$ cat src/rtl/kbd_pkg.sv
// Shared types and constants for the 4x4 keypad scanner.
package kbd_pkg;

  localparam int KBD_ROWS = 4;
  localparam int KBD_COLS = 4;

  typedef enum logic [1:0] {
    IDLE     = 2'd0,
    DEBOUNCE = 2'd1,
    HELD     = 2'd2
  } kbd_state_t;

  // Key code per switch, indexed {row[1:0], col[1:0]}; entry 0 is row 0 / col 0.
  localparam logic [15:0][3:0] KEY_MAP = {
    4'hD, 4'hF, 4'h0, 4'hE,
    4'hC, 4'h9, 4'h8, 4'h7,
    4'hB, 4'h6, 4'h5, 4'h4,
    4'hA, 4'h3, 4'h2, 4'h1
  };

endpackage

$ cat src/rtl/sync_2ff.sv
// Two-flop synchronizer for asynchronous level inputs; reset value is a parameter
// so idle pulled-up lines come out of reset as "inactive".
module sync_2ff #(
  parameter int               WIDTH   = 1,
  parameter logic [WIDTH-1:0] RST_VAL = '0
) (
  input  logic             clk_i,
  input  logic             rst_i,
  input  logic [WIDTH-1:0] d_i,
  output logic [WIDTH-1:0] q_o
);

  logic [WIDTH-1:0] meta_q;
  logic [WIDTH-1:0] sync_q;

  always_ff @(posedge clk_i or posedge rst_i) begin
    if (rst_i) begin
      meta_q <= RST_VAL;
      sync_q <= RST_VAL;
    end else begin
      meta_q <= d_i;
      sync_q <= meta_q;
    end
  end

  assign q_o = sync_q;

endmodule

$ cat src/rtl/kbd_scan_4x4.sv
// 4x4 keypad scanner: column scan, per-frame classification, press/release
// debounce FSM and a 4-digit shift register of accepted key codes.
module kbd_scan_4x4
  import kbd_pkg::*;
#(
  parameter int SCAN_DIV   = 100_000,
  parameter int DEB_FRAMES = 3
) (
  input  logic        clk_100MHz_i,
  input  logic        rst,
  input  logic [3:0]  row_i,
  output logic [3:0]  col_o,
  input  logic        clr_i,
  output logic        key_valid_o,
  output logic [3:0]  key_code_o,
  output logic [15:0] val_o
);

  localparam int               DIV_W    = (SCAN_DIV > 1) ? $clog2(SCAN_DIV) : 1;
  localparam logic [DIV_W-1:0] DIV_LAST = DIV_W'(SCAN_DIV - 1);
  localparam logic [3:0]       DEB_LAST = 4'(DEB_FRAMES);

  logic [3:0]       row_s;
  logic [DIV_W-1:0] div_q, div_d;
  logic [1:0]       col_idx_q, col_idx_d;
  logic             step;
  logic             frame_end;

  logic [1:0]       acc_cnt_q, acc_cnt_d;
  logic [3:0]       acc_code_q, acc_code_d;
  logic [2:0]       col_cnt;
  logic [1:0]       first_row;
  logic             found;
  logic [2:0]       cnt_sum;
  logic [1:0]       frame_cnt;
  logic [3:0]       frame_code;

  kbd_state_t       state_q, state_d;
  logic [3:0]       cand_q, cand_d;
  logic [3:0]       deb_cnt_q, deb_cnt_d;
  logic [3:0]       rel_cnt_q, rel_cnt_d;
  logic             accept;
  logic [3:0]       accept_code;

  logic             key_valid_q, key_valid_d;
  logic [3:0]       key_code_q, key_code_d;
  logic [15:0]      val_q, val_d;

  // Rows idle high (pulled up), so the synchronizer resets to "no key".
  sync_2ff #(
    .WIDTH   (KBD_ROWS),
    .RST_VAL (4'hF)
  ) u_row_sync (
    .clk_i (clk_100MHz_i),
    .rst_i (rst),
    .d_i   (row_i),
    .q_o   (row_s)
  );

  assign step      = (div_q == DIV_LAST);
  assign frame_end = step && (col_idx_q == 2'(KBD_COLS - 1));
  assign col_o     = ~(4'b0001 << col_idx_q);

  // Count low rows in the driven column; the lowest low row is the first key found.
  always_comb begin
    col_cnt   = '0;
    first_row = '0;
    found     = 1'b0;
    for (int r = 0; r < KBD_ROWS; r++) begin
      if (!row_s[r]) begin
        col_cnt = col_cnt + 3'd1;
        if (!found) begin
          first_row = 2'(r);
          found     = 1'b1;
        end
      end
    end
  end

  assign cnt_sum    = {1'b0, acc_cnt_q} + col_cnt;
  assign frame_cnt  = (cnt_sum >= 3'd2) ? 2'd2 : cnt_sum[1:0];
  assign frame_code = (acc_cnt_q == 2'd0 && found) ? KEY_MAP[{first_row, col_idx_q}]
                                                   : acc_code_q;

  always_comb begin
    div_d      = step ? '0 : div_q + 1'b1;
    col_idx_d  = step ? col_idx_q + 2'd1 : col_idx_q;
    acc_cnt_d  = acc_cnt_q;
    acc_code_d = acc_code_q;
    if (frame_end) begin
      acc_cnt_d  = '0;
      acc_code_d = '0;
    end else if (step) begin
      acc_cnt_d  = frame_cnt;
      acc_code_d = frame_code;
    end
  end

  // Debounce FSM; only a frame-end step can move it. frame_cnt 0 = NONE,
  // 1 = SINGLE(frame_code), 2 = MULTI.
  always_comb begin
    state_d     = state_q;
    cand_d      = cand_q;
    deb_cnt_d   = deb_cnt_q;
    rel_cnt_d   = rel_cnt_q;
    accept      = 1'b0;
    accept_code = cand_q;
    if (frame_end) begin
      case (state_q)
        IDLE: begin
          if (frame_cnt == 2'd1) begin
            cand_d    = frame_code;
            deb_cnt_d = 4'd1;
            rel_cnt_d = '0;
            if (DEB_LAST == 4'd1) begin
              accept      = 1'b1;
              accept_code = frame_code;
              state_d     = HELD;
            end else begin
              state_d = DEBOUNCE;
            end
          end
        end
        DEBOUNCE: begin
          if (frame_cnt == 2'd1 && frame_code == cand_q) begin
            deb_cnt_d = deb_cnt_q + 4'd1;
            if (deb_cnt_q + 4'd1 == DEB_LAST) begin
              accept    = 1'b1;
              rel_cnt_d = '0;
              state_d   = HELD;
            end
          end else begin
            deb_cnt_d = '0;
            state_d   = IDLE;
          end
        end
        HELD: begin
          if (frame_cnt == 2'd0) begin
            rel_cnt_d = rel_cnt_q + 4'd1;
            if (rel_cnt_q + 4'd1 == DEB_LAST) begin
              rel_cnt_d = '0;
              deb_cnt_d = '0;
              state_d   = IDLE;
            end
          end else begin
            rel_cnt_d = '0;
          end
        end
        default: begin
          state_d   = IDLE;
          deb_cnt_d = '0;
          rel_cnt_d = '0;
        end
      endcase
    end
  end

  // key_valid_o is a single-cycle pulse with no ready/backpressure: a consumer
  // must capture key_code_o/val_o in the cycle key_valid_o is high.
  always_comb begin
    key_valid_d = accept;
    key_code_d  = accept ? accept_code : key_code_q;
    if (clr_i) begin
      val_d = '0;
    end else if (accept) begin
      val_d = {val_q[11:0], accept_code};
    end else begin
      val_d = val_q;
    end
  end

  always_ff @(posedge clk_100MHz_i or posedge rst) begin
    if (rst) begin
      div_q       <= '0;
      col_idx_q   <= '0;
      acc_cnt_q   <= '0;
      acc_code_q  <= '0;
      state_q     <= IDLE;
      cand_q      <= '0;
      deb_cnt_q   <= '0;
      rel_cnt_q   <= '0;
      key_valid_q <= 1'b0;
      key_code_q  <= '0;
      val_q       <= '0;
    end else begin
      div_q       <= div_d;
      col_idx_q   <= col_idx_d;
      acc_cnt_q   <= acc_cnt_d;
      acc_code_q  <= acc_code_d;
      state_q     <= state_d;
      cand_q      <= cand_d;
      deb_cnt_q   <= deb_cnt_d;
      rel_cnt_q   <= rel_cnt_d;
      key_valid_q <= key_valid_d;
      key_code_q  <= key_code_d;
      val_q       <= val_d;
    end
  end

  assign key_valid_o = key_valid_q;
  assign key_code_o  = key_code_q;
  assign val_o       = val_q;

endmodule

$ cat config.mk
export PLATFORM = sky130hd
export DESIGN_NAME = kbd_scan_4x4
export DESIGN_NICKNAME = d
export VERILOG_FILES = /design/src/rtl/kbd_pkg.sv /design/src/rtl/sync_2ff.sv /design/src/rtl/kbd_scan_4x4.sv
export SDC_FILE = /design/constraint.sdc
export NUM_CORES = 1
export LEC_CHECK = 0
export CORE_UTILIZATION = 55
export DETAILED_ROUTE_END_ITERATION = 10
export DONT_BUFFER_PORTS = 1
export GPL_TIMING_DRIVEN = 0
export PLACE_DENSITY = 0.67
export SYNTH_ARGS = -nofsm -noshare
export SYNTH_HDL_FRONTEND = slang
export SYNTH_SLANG_ARGS = --single-unit
$ cat constraint.sdc
create_clock -name clk_100MHz_i -period 4.3 [get_ports clk_100MHz_i]
set_clock_uncertainty 0.2 [all_clocks]
set_input_delay 0.86 -clock clk_100MHz_i [delete_from_list [all_inputs] [get_ports clk_100MHz_i]]
set_output_delay 0.86 -clock clk_100MHz_i [all_outputs]
set_load 0.02 [all_outputs]
==> summary.txt <==
Timing
  – Slew HR: 0.466
  – Worst Tran Pin Value: 0.801 ns
  – Final setup fails: 0
  – RSZ-0062 raised after global routing: no
  – Endpoints failing hold: 0
  – Final period util: 0.944
  – Final setup TNS: 0 ns
  – Min Tclk post-route: 4.06 ns
  – Fmax: 246 MHz
  – Slew Viols, Final: 0

Die
  – Die H: 84.6 µm
  – Core ar.: 6460 µm²
  – Row count: 29
  – DIE AREA: 7160 µm²
  – Initial Util: 0.581
  – I/O pin total: 32
  – Width of the die: 84.6 µm

Setup path
  – Internal reg-to-reg setup slack: 0.24 ns
  – Critical path class: reg2reg
  – Critical-path cell list: inv_1 -> ha_1 -> xnor2_1 -> ha_1 -> mux2_2 -> fa_1 -> xnor3_1 -> nand3b_1 -> and4bb_4 -> nand4_2 -> buf_6 -> mux2_4
  – Slowest stage delay, CP: 0.55 ns
  – RR Startpoint: u_row_sync.q_o[0]$_DFF_PP1_
  – CP Capture Type: flop
  – RR Endpoint: key_code_o[3]$_DFFE_PP0P_
  – Crit path top cell by count: ha_1
  – Critical Path AT: 4.09 ns
  – FF-to-FF path depth: 12
  – Data required, critical path: 4.32 ns
  – CP max stage cell: dfstp_2
  – CP Max Fanout: 10
  – Startpoint types: flop

Yosys
  – Yosys Warn Count: 0
  – Synth Area in Compound Gates: 0.109
  – Main combinational cell family by area after synthesis: simple AND/OR/NAND/NOR gates
  – Xor-xnor portion of the synthesized cell area: 0.0550
  – Cell variety after synth: 63
  – Sequential share of the synthesized area: 0.456
  – Cell accounting for the most synthesized area: dfrtp_1
  – Largest cells by area after synthesis: dfrtp_1, dfstp_2, ha_1, mux2i_1, nand2b_1
  – Async SR Flop Fraction: 1.00
  – Most frequent cells after synthesis: dfrtp_1, nand2_1, nand2b_1, nor2_1
  – Register bit count reported by yosys: 68
  – Synth top area share: 0.400
  – Ys flop type: dfrtp_1
  – Mapped Area: 3750 µm²
  – Synth Instances: 365
  – Syn Area/Cell: 10.3 µm²
  – Top-count cell post-synth: dfrtp_1
  – Synth Area in Adders: 0.0587
  – Mux contribution to synthesized area: 0.0647
  – Number of synthesized flops with an enable pin: 0
  – Synth Area in Simple Gates: 0.218
  – Mapped Nets: 389

Hold path
  – Hold path start: u_row_sync.meta_q[3]$_DFF_PP1_
  – End of the worst hold path: u_row_sync.q_o[3]$_DFF_PP1_
  – Hold Path Stages: 0
  – HP Class: reg2reg

Finish
  – Area Growth Syn to Fin: 8.37%
  – N_diodes: 0
  – Post-layout nets: 400
  – Share of layout cells above drive strength 1: 0.134
  – Fin area: 4070 µm²
  – Final non-filler cell total: 458

Detailed routing
  – DRC Markers: 7
  – ANT nets after route: 0
  – Via density: 5.79
  – 1st-iter DRT viols: 161
  – Post-Route WL: 6.84 mm
  – Via count: 2650
  – DR WL/cell: 14.9 µm
  – Drt pass-1 iters: 10

Power
  – Comb power frac: 0.062
  – Sw Ratio: 0.233
  – Internal power: 0.000981 W
  – Clock power frac: 0.431
  – Pwr per Cell Area: 314 nW/µm²
  – VDD IR max: 0.181 mV
  – Sw power: 0.000297 W
  – Leakage: 1.92 nW
  – Seq pwr share: 0.508

GRT
  – First-pass GRT wire length: 12.1 mm
  – Global route overflow: 0
  – Vias in the first global route: 2577
  – Largest net degree at the start of global routing: 69
  – GRT Overall Usage: 0.215
  – Antenna violations before repair: 0

Clock network
  – CTS tree: built
  – Post-CTS Resized: 0
  – H-tree Lvls: 3
  – # Post-CTS Setup Buffers: 0
  – Worst-skew pair later-pin latency: 0.35 ns
  – Root Buffer: clkbuf_8
  – Sink Count: 68
  – Hold buffers post-CTS: 0
  – Clk buf depth: 2
  – Worst-path clk slew: 0.07 ns
  – Inserted Clock Buffers: 9

Placement
  – Post-DP Area: 3850 µm²
  – Detailed Place HPWL: 4.78 mm
  – Port buffer count: 0
  – Placed cells: 442
  – Placer Congestion: 0.810

Run status
  – Failing checks: DRC
  – Status: finished with violations

Run
  – Max-Cap Viols: 0
logic make-up (layout without fill, tap and decap cells):
kind of cell	Yosys count	in the layout
AND/OR/NAND/NOR	150	150
flip-flops	68	68
AO/OA/AOI/OAI	56	56
buffers and inverters	30	46
XOR/XNOR	22	22
multiplexers	22	22
adder cells (fa/ha/maj)	17	17
cell type report:
cell class                 count  area, µm²
fill                         576       2390
multi-input combinational    267       1900
sequential                    68       1710
clock buffer                  12        155
tap                           77       96.3
buffer                        14       85.1
inverter                      16       62.6
clock inverter                 4       56.3
stage by stage:
step | util | power (W) | hold WS [ns] | setup slack, ns
final | 0.630 | 0.00128 | 0.158 | 0.239
after detailed placement | 0.596 | 0.000741 | 0.147 | 0.217
after floorplan | - | 0.000723 | 0.145 | 0.498
after global routing | 0.630 | 0.00133 | 0.162 | 0.0382
after global placement | 0.596 | 0.000739 | 0.145 | 0.218
after CTS | 0.629 | 0.00129 | 0.158 | 0.179
power by group through the flow:
stage | Sequential [W] | Clock, W | Combinational [W]
floorplan | 0.000660 | 0 | 0.0000633
global placement | 0.000660 | 0 | 0.0000786
detailed placement | 0.000661 | 0 | 0.0000802
CTS | 0.000649 | 0.000563 | 0.0000801
global route | 0.000649 | 0.000591 | 0.0000892
finish | 0.000649 | 0.000550 | 0.0000792
layer usage:
metal / wire [µm] / share of wire / track usage
met1: 3230 / 0.47 / 0.286
met2: 3170 / 0.46 / 0.339
met3: 329 / 0.048 / 0.0462
met4: 107 / 0.016 / 0.0971
met5: 0 / 0 / 0
registers in the layout, summed over array words and instances, names as in the netlist:
register	count
acc_cnt_q	2
key_valid_o	1
key_code_o	4
u_row_sync.meta_q	4
state_q	2
acc_code_q	4
col_idx_q	2
u_row_sync.q_o	4
rel_cnt_q	4
accept_code	4
val_o	16
div_q	17
deb_cnt_q	4
cell usage in the layout, fill, tap and decap left out, types with 3 or more instances in the layout:
| cell | n |
|---|---|
| dfrtp_1 | 60 |
| nand2_1 | 38 |
| nand2b_1 | 25 |
| nor2_1 | 22 |
| mux2i_1 | 16 |
| ha_1 | 16 |
| inv_1 | 15 |
| o21ai_0 | 13 |
| nand3_1 | 13 |
| xnor2_1 | 11 |
| clkbuf_8 | 11 |
| xor2_1 | 10 |
| clkbuf_1 | 8 |
| dfstp_2 | 8 |
| o31ai_1 | 7 |
| a21oi_1 | 6 |
| nor3_1 | 6 |
| and3_1 | 5 |
| and2_1 | 5 |
| o211ai_1 | 5 |
| nor2b_1 | 4 |
| nand4_1 | 4 |
| mux2_4 | 4 |
| buf_6 | 3 |
| o21ai_1 | 3 |
| or2_2 | 3 |
| a41o_1 | 3 |
| nand3b_1 | 3 |
| or4_1 | 3 |
critical path, delay by kind of cell (launching register included):
kind / cells / cell delay [ns]
adders and majority gates: 3 / 0.98
xor gates and xnor gates: 2 / 0.71
and+or+nand+nor: 3 / 0.69
muxes: 2 / 0.57
DFF: 1 / 0.55
buffers and inverters: 2 / 0.23
how the worst max path moves through the flow:
stage	start	endpoint	cells after the start
floorplan	u_row_sync.q_o[0]$_DFF_PP1_	key_code_o[0]$_DFFE_PP0P_	12
global route	u_row_sync.q_o[0]$_DFF_PP1_	rel_cnt_q[3]$_DFFE_PP0P_	12
global placement	u_row_sync.q_o[0]$_DFF_PP1_	key_code_o[2]$_DFFE_PP0P_	12
detailed placement	u_row_sync.q_o[0]$_DFF_PP1_	key_code_o[1]$_DFFE_PP0P_	12
finish	u_row_sync.q_o[0]$_DFF_PP1_	key_code_o[3]$_DFFE_PP0P_	12
CTS	u_row_sync.q_o[0]$_DFF_PP1_	key_code_o[3]$_DFFE_PP0P_	12
(Power assumes the default switching activity.)
